--- config.mk ---
export PLATFORM = sky130hd
export DESIGN_NAME = ram_stream_reader
export DESIGN_NICKNAME = d
export VERILOG_FILES = /design/src/rtl/stream_rd_pkg.sv /design/src/rtl/skid_fifo2.sv /design/src/rtl/ram_stream_reader.sv
export SDC_FILE = /design/constraint.sdc
export NUM_CORES = 1
export LEC_CHECK = 0
export BUFFER_PORTS_ARGS = -buffer_cell sky130_fd_sc_hd__buf_2
export CAP_MARGIN = 20
export CORE_MARGIN = 1
export CORE_UTILIZATION = 54
export CTS_CLUSTER_SIZE = 40
export DETAILED_ROUTE_END_ITERATION = 10
export HOLD_SLACK_MARGIN = 0.15
export PLACE_DENSITY = 0.91
export SLEW_MARGIN = 40
export SYNTH_ARGS = -nofsm -noshare
export SYNTH_HDL_FRONTEND = slang
export SYNTH_SLANG_ARGS = --single-unit
--- constraint.sdc ---
create_clock -name clk -period 2.5 [get_ports clk]
set_clock_uncertainty 0.2 [all_clocks]
set_input_delay 0.25 -clock clk [delete_from_list [all_inputs] [get_ports clk]]
set_output_delay 0.25 -clock clk [all_outputs]
set_load 0.03 [all_outputs]
--- src/rtl/stream_rd_pkg.sv ---
// Shared constants for the RAM stream reader and its skid FIFO.
package stream_rd_pkg;

    // Reader FSM encoding
    localparam logic [1:0] StIdle  = 2'd0;
    localparam logic [1:0] StRun   = 2'd1;
    localparam logic [1:0] StDrain = 2'd2;

    // Output buffer depth; the issue rule keeps buffered + in-flight words within this
    localparam int unsigned FifoDepth = 2;

endpackage

--- src/rtl/skid_fifo2.sv ---
// Two-entry register FIFO with flush; head is always the oldest entry.
module skid_fifo2
    import stream_rd_pkg::*;
#(
    parameter int unsigned W = 9
) (
    input  logic         clk,
    input  logic         reset,
    input  logic         push,
    input  logic [W-1:0] push_data,
    input  logic         pop,
    input  logic         flush,
    output logic [1:0]   count,
    output logic [W-1:0] head
);

    localparam logic [1:0] Full = 2'(FifoDepth);

    logic [W-1:0] mem_q [FifoDepth];
    logic [W-1:0] mem_d [FifoDepth];
    logic         wr_q, wr_d, rd_q, rd_d;
    logic [1:0]   count_q, count_d;
    logic         push_en, pop_en;

    // Next-state for storage, pointers and occupancy; flush drops all entries
    always_comb begin
        mem_d   = mem_q;
        wr_d    = wr_q;
        rd_d    = rd_q;
        count_d = count_q;
        pop_en  = pop && (count_q != 2'd0);
        push_en = push && ((count_q != Full) || pop_en);
        if (flush) begin
            wr_d    = 1'b0;
            rd_d    = 1'b0;
            count_d = 2'd0;
        end else begin
            if (push_en) begin
                mem_d[wr_q] = push_data;
                wr_d        = wr_q + 1'b1;
            end
            if (pop_en) begin
                rd_d = rd_q + 1'b1;
            end
            count_d = count_q + {1'b0, push_en} - {1'b0, pop_en};
        end
    end

    // State registers with synchronous reset
    always_ff @(posedge clk) begin
        if (reset) begin
            mem_q   <= '{default: '0};
            wr_q    <= 1'b0;
            rd_q    <= 1'b0;
            count_q <= 2'd0;
        end else begin
            mem_q   <= mem_d;
            wr_q    <= wr_d;
            rd_q    <= rd_d;
            count_q <= count_d;
        end
    end

    assign count = count_q;
    assign head  = mem_q[rd_q];

endmodule

--- src/rtl/ram_stream_reader.sv ---
// Reads len words from a registered-read RAM starting at start_addr and presents
// them as a valid/ready stream. Define STREAM_RD_LOOP_EN to replay the pass
// continuously until abort or reset.
module ram_stream_reader
    import stream_rd_pkg::*;
#(
    parameter int unsigned D  = 4,
    parameter int unsigned W  = 8,
    parameter int unsigned LW = D + 1
) (
    input  logic          clk,
    input  logic          reset,
    input  logic          start,
    input  logic [D-1:0]  start_addr,
    input  logic [LW-1:0] len,
    input  logic          abort,
    output logic          busy,
    output logic          done,
    output logic          ram_re,
    output logic [D-1:0]  ram_addr,
    input  logic [W-1:0]  ram_rdata,
    output logic          out_valid,
    input  logic          out_ready,
    output logic [W-1:0]  out_data,
    output logic          out_last
);

    logic [1:0]    state_q, state_d;
    logic [D-1:0]  addr_q, addr_d;
    logic [LW-1:0] rem_q, rem_d;
    logic          inflight_q, inflight_d;
    logic          inflight_last_q, inflight_last_d;
    logic          done_q, done_d;
`ifdef STREAM_RD_LOOP_EN
    logic [D-1:0]  base_q, base_d;
    logic [LW-1:0] len_q, len_d;
`endif

    logic [1:0]    fifo_count;
    logic [W:0]    fifo_head;
    logic          pop, issue_ok, last_issue;

    assign out_valid  = (fifo_count != 2'd0);
    assign pop        = out_valid && out_ready;
    assign last_issue = (rem_q == LW'(1));
    // Room for one more word once this cycle's pop is accounted for
    assign issue_ok   = ({1'b0, fifo_count} + {2'b00, inflight_q}) < (3'd2 + {2'b00, pop});
    assign ram_re     = (state_q == StRun) && !abort && issue_ok;

    // FSM, address/remaining counters and read-pipeline tracking
    always_comb begin
        state_d         = state_q;
        addr_d          = addr_q;
        rem_d           = rem_q;
        done_d          = 1'b0;
        inflight_d      = ram_re;
        inflight_last_d = ram_re && last_issue;
`ifdef STREAM_RD_LOOP_EN
        base_d          = base_q;
        len_d           = len_q;
`endif
        // A start in IDLE takes precedence over a simultaneous abort
        if (abort && !((state_q == StIdle) && start)) begin
            state_d = StIdle;
        end else begin
            unique case (state_q)
                StIdle: begin
                    if (start) begin
                        addr_d = start_addr;
                        rem_d  = len;
`ifdef STREAM_RD_LOOP_EN
                        base_d = start_addr;
                        len_d  = len;
`endif
                        if (len == '0) begin
                            done_d = 1'b1;
                        end else begin
                            state_d = StRun;
                        end
                    end
                end
                StRun: begin
                    if (ram_re) begin
                        addr_d = addr_q + D'(1);
                        rem_d  = rem_q - LW'(1);
                        if (last_issue) begin
`ifdef STREAM_RD_LOOP_EN
                            addr_d = base_q;
                            rem_d  = len_q;
`else
                            state_d = StDrain;
`endif
                        end
                    end
                end
                StDrain: begin
                    if (pop && fifo_head[W]) begin
                        state_d = StIdle;
                        done_d  = 1'b1;
                    end
                end
                default: state_d = StIdle;
            endcase
        end
    end

    // Control registers with synchronous reset
    always_ff @(posedge clk) begin
        if (reset) begin
            state_q         <= StIdle;
            addr_q          <= '0;
            rem_q           <= '0;
            inflight_q      <= 1'b0;
            inflight_last_q <= 1'b0;
            done_q          <= 1'b0;
`ifdef STREAM_RD_LOOP_EN
            base_q          <= '0;
            len_q           <= '0;
`endif
        end else begin
            state_q         <= state_d;
            addr_q          <= addr_d;
            rem_q           <= rem_d;
            inflight_q      <= inflight_d;
            inflight_last_q <= inflight_last_d;
            done_q          <= done_d;
`ifdef STREAM_RD_LOOP_EN
            base_q          <= base_d;
            len_q           <= len_d;
`endif
        end
    end

    // Returning RAM word lands in the FIFO tagged with its last flag
    skid_fifo2 #(
        .W (W + 1)
    ) u_fifo (
        .clk       (clk),
        .reset     (reset),
        .push      (inflight_q && !abort),
        .push_data ({inflight_last_q, ram_rdata}),
        .pop       (pop),
        .flush     (abort),
        .count     (fifo_count),
        .head      (fifo_head)
    );

    assign busy     = (state_q != StIdle);
    assign done     = done_q;
    assign ram_addr = addr_q;
    assign out_data = fifo_head[W-1:0];
    assign out_last = out_valid && fifo_head[W];

endmodule

=== Yosys cells after proc, flatten, opt, wreduce, memory -nomap -nowiden ===
Index checks and enable logic that the tools add are counted.

* Bits in registers: 36
* Output and inout bits: 17
* Logic and storage cells: 83

* $add $sub $neg: 8
* Order comparisons: 4
* Eq/ne operators: 9
* Mux-type cells: 22
* Bitwise gates (word level): 4
* Reduce and logical (&&, ||, !) cells: 25

{| class="wikitable"
|+ Operator list
! cell !! count
|-
| $mux W9 || 4
|-
| $bwmux W18 || 1
|-
| $logic_and A1 B1 Y1 || 12
|-
| $ne A2 B2 Y1 const B || 6
|-
| $mux W2 || 5
|-
| $mux W5 || 2
|-
| $pmux W5 S2 || 1
|-
| $demux W9 S1 || 1
|-
| $mux W4 || 2
|-
| $pmux W4 S2 || 1
|-
| $pmux W2 S3 || 1
|-
| $reduce_bool A2 Y1 || 3
|-
| $eq A5 B1 Y1 const B || 1
|-
| $logic_not A5 Y1 || 1
|-
| $reduce_and A5 Y1 || 1
|-
| $sub A5 B1 Y5 const B || 1
|-
| $add A4 B1 Y4 const B || 1
|-
| $ge A2 B2 Y1 const B || 2
|-
| $not A1 Y2 || 2
|-
| $reduce_and A4 Y1 || 1
|-
| $reduce_or A2 Y1 || 2
|-
| $add A2 B1 Y3 || 1
|-
| $add A2 B1 Y3 const A || 1
|-
| $lt A3 B3 Y1 || 1
|-
| 13 further kinds || 18
|}

=== Logic depth before layout (Yosys ltp) ===
* Word-level depth: 7
* Mapped depth: 8

=== Hierarchy ===
From an unflattened synthesis, not the netlist that was laid out.

* Cell total of the unflattened synthesis: 224
* Area total of the unflattened synthesis: 2078.2 um^2

{| class="wikitable"
|+ Modules (own cells, without submodules)
! module !! instances !! cells an instance !! area an instance (um^2) !! sequential area each (um^2)
|-
| skid_fifo2 || 1 || 104 || 1089.8 || 440.4
|-
| ram_stream_reader || 1 || 120 || 988.4 || 280.3
|}

=== Worst setup path after synthesis ===
Ideal clock, no wire load.

* Kind: reg2reg
* From: reg u_fifo.count_q[0], in the netlist u_fifo.count[0]
* To: reg rem_q[3]
* Arrival: 1.609 ns
* Data required time: 2.165 ns
* Slack: 0.556 ns
* Stages on the path, launching flop included: 8
* Path buffers: 1
* Period minus slack after synthesis: 1.944 ns
* Path through: dfxtp_1 > ha_1 > ha_1 > nor3_1 > a211oi_2 > buf_4 > o311ai_0 > o21ai_0

* Cells in the longest elaborated chain, start to end: 7

{| class="wikitable"
|+ RTL lines
! item !! RTL line !! RTL
|-
| start, declared || skid_fifo2.sv:22 || <nowiki>logic [1:0] count_q, count_d;</nowiki>
|-
| start signal, assigned || skid_fifo2.sv:60 || <nowiki>count_q <= count_d;</nowiki>
|-
| $reduce_bool A2 Y1 || ram_stream_reader.sv:43 || <nowiki>assign out_valid = (fifo_count != 2'd0);</nowiki>
|-
| $logic_and A1 B1 Y1 || ram_stream_reader.sv:44 || <nowiki>assign pop = out_valid && out_ready;</nowiki>
|-
| $add A2 B1 Y3 || ram_stream_reader.sv:47 || <nowiki>assign issue_ok = ({1'b0, fifo_count} + {2'b00, inflight_q}) < (3'd2 + {2'b00, pop});</nowiki>
|-
| $lt A3 B3 Y1 (*) || ram_stream_reader.sv:47 ||
|-
| $logic_and A1 B1 Y1 (*) || ram_stream_reader.sv:48 || <nowiki>assign ram_re = (state_q == StRun) && !abort && issue_ok;</nowiki>
|-
| $ne A2 B2 Y1 (no line) (*) || n/a ||
|-
| $reduce_and A4 Y1 (no line) (*) || n/a ||
|-
| end signal, assigned || ram_stream_reader.sv:123 || <nowiki>rem_q <= rem_d;</nowiki>
|-
| end, declared || ram_stream_reader.sv:30 || <nowiki>logic [LW-1:0] rem_q, rem_d;</nowiki>
|}

Mark *: on every way between the ends. The rest lies on a longest branch, timed or not.
A chain may end at the register's enable or synchronous reset.

=== Worst setup path after layout ===
* From: reg u_fifo.count_q[0], in the netlist u_fifo.count[0]
* To: reg rem_q[2]

The elaborated chain is that of the path after synthesis.

==> metrics.txt <==
status=completed; worst reg2reg path startpoint=u_fifo.count[0]; Critical-path top delay cell=o311ai_0; CP delay by family, top=compound AO/OA/AOI/OAI gates; drt initial violations=212; worst vdd ir=0.000342 V; sequential fraction of the synthesis area=0.390; crit-path max FO=14; Root Driver=clkbuf_4; count leader, synth=dfxtp_1; CTS H-tree depth=2; # IOs=39; fin crit share=0.947; Synth top area share=0.390; CTS tree=done; PwrDens=544 nW/um2; Row Count=20; synth unique cells=45; Ys Warns=0; drt pass-1 iters=5; CP bufs+invs=1; dpl cells=287; CP cell instances=ha_1 -> ha_1 -> nor3_1 -> a211oi_2 -> buf_4 -> o311ai_0 -> o21ai_0; Post-synth EDFFs=0; Hold Startpoint=out_ready; headroom to the max-slew limit=0.636; final setup fails=0; largest net degree at the start of global routing=19; CTS clk-pin slew, worst paths=120 ps; Final HPWL DP=2870 um; crit-path max cell delay=460 ps; Design Power=1.29 mW; RSZ-0062 raised after global routing=false; Max-Cap Viols=0; syn avg cell area=8.71 um2; Mapped Nets=241; die area=3660 um2; Initial Utilization=0.586; Worst-Skew Late Latency=350 ps; share of cells above drive strength 1=0.242; Post-layout nets=301; clock tree buffer depth=2; Synth area leaders=dfxtp_1, mux2i_1, mux2_2; HP Class=input pin to flop; Synth area leader=dfxtp_1; Routability Congestion=0.928; Critical Path RT=2500 ps; Lkg Pwr=1.02 nW; core area=3150 um2; CTS buffer count=5; CP Capture Type=flop; CP Class=flop to flop; Critical Path Most Common Cell=ha_1; GRT Total Usage=0.304; Overflow after GRT=0; Vias=1933; Routed Antenna Nets=0; Die Wd=60.5 um; ys flop type=dfxtp_1; die height=60.5 um; Synth top cells by count=dfxtp_1, nor2_1, a21oi_1; Final Hold Vio Count=0; Worst-Margin Slew=544 ps; FMAX=0.423 GHz; Tmin final=2370 ps; vias in the first global route=1719; CP startpoint=u_fifo.count[0]; synthesized flop and latch total=36; FFs w/ async S/R, synth=0; Synth-to-Final Area Change=28.6%; first-pass GRT wire length=8160 um; fin. max-slew vios=0; CP arrival=2370 ps; initial antenna violation count=1; DR DRC count=0; Cell Area, Synth=1850 um2; drt via density=6.08; clock sink count=36; Synth Instances=212; crit path launch type=flop; non-filler instance count after layout=318; I/O Buffers=38; Detailed Route WL=5160 um; drt wl/cell=16.2 um; setup TNS=0 ps
metal layers:
metal | vias to the layer above | track usage | routed length (um)
met4 | 0 | 0.169 | 219
met1 | 890 | 0.416 | 2180
met2 | 134 | 0.447 | 2300
met5 | - | 0 | 0
met3 | 24 | 0.0618 | 463
li1 | 885 | - | -
logic make-up (layout without fill, tap and decap cells):
family,Yosys count,in the layout,share of synthesized area
AO/OA/AOI/OAI,45,45,0.165
XOR/XNOR,4,4,0.0190
adder cells (fa/ha/maj),7,7,0.0474
buffers and inverters,21,82,0.0522
flip-flops,36,36,0.390
multiplexers,18,18,0.103
other,0,1,0
AND/OR/NAND/NOR,81,81,0.223
flip-flops by register name, indices dropped and copies added, names as in the netlist:
signal and count:
ram_addr 4, inflight_q 1, inflight_last_q 1, done 1
u_fifo.rd_q 1, state_q 2, u_fifo.wr_q 1, u_fifo.count 2
u_fifo.mem_q 18, rem_q 5
worst reg2reg max path, cell delays in order, from the launching register on:
cell	delay, ps
dfxtp_1	360
ha_1	190
ha_1	280
nor3_1	240
a211oi_2	70
buf_4	190
o311ai_0	460
o21ai_0	220
layout make-up:
type                    instances  area, um2
repair buffers                 65        448
flip-flops and latches         36        722
clock inverters                 2       35.0
well taps                      44       55.1
clock buffers                   6       41.3
inverters                       9       33.8
fillers                       217        778
multi-input cells             155       1040
diodes                          1       2.50
per-stage QoR:
step                setup slack (ps)  cell area [um2]  hold slack, ps   util
detailed placement               267             2070             247  0.657
CTS                             97.8             2370             258  0.751
finish                           133             2370             259  0.753
global route                    48.1             2370             290  0.753
floorplan                        556             1850             197      -
global placement                 316             2070             240  0.657
where the power goes:
group,internal (mW),switching (mW),total [mW]
sequential,0.597,0.0314,0.628
clock,0.210,0.206,0.415
combinational,0.107,0.142,0.249
timing repair:
item	4_1_cts	5_1_grt
setup buffers	0	0
hold endpoints to repair	33	0
setup endpoints to repair	0	2
hold buffers	22	0
resized for setup	0	2
final timing paths:
path	end	slack (ps)	depth (start not counted)
setup / recovery	rem_q[2]	130	7
hold / removal	u_fifo.rd_q	260	5
setup reg to reg	rem_q[2]	130	7
hold reg to reg	u_fifo.mem_q[8]	260	2
cells in the final DEF (no fill, tap or decap), drive strengths merged, types with 2 or more instances in the layout:
master | netlist | routed
nand2b | 2 | 2
xnor2 | 3 | 3
nand2 | 14 | 14
ha | 7 | 7
nor2 | 21 | 21
a21oi | 17 | 17
inv | 9 | 9
a211o | 3 | 3
nor2b | 9 | 9
a32oi | 2 | 2
nand3 | 11 | 11
dfxtp | 36 | 36
a31oi | 2 | 2
dlygate4sd3 | 0 | 22
mux2 | 8 | 8
a211oi | 2 | 2
clkbuf | 4 | 6
or4 | 2 | 2
and2 | 3 | 3
mux2i | 10 | 10
nor3 | 9 | 9
o21ai | 8 | 8
buf | 8 | 43
nor3b | 3 | 3
o311ai | 3 | 3
o31ai | 2 | 2
Note: power is estimated with default switching activity, not from simulation.
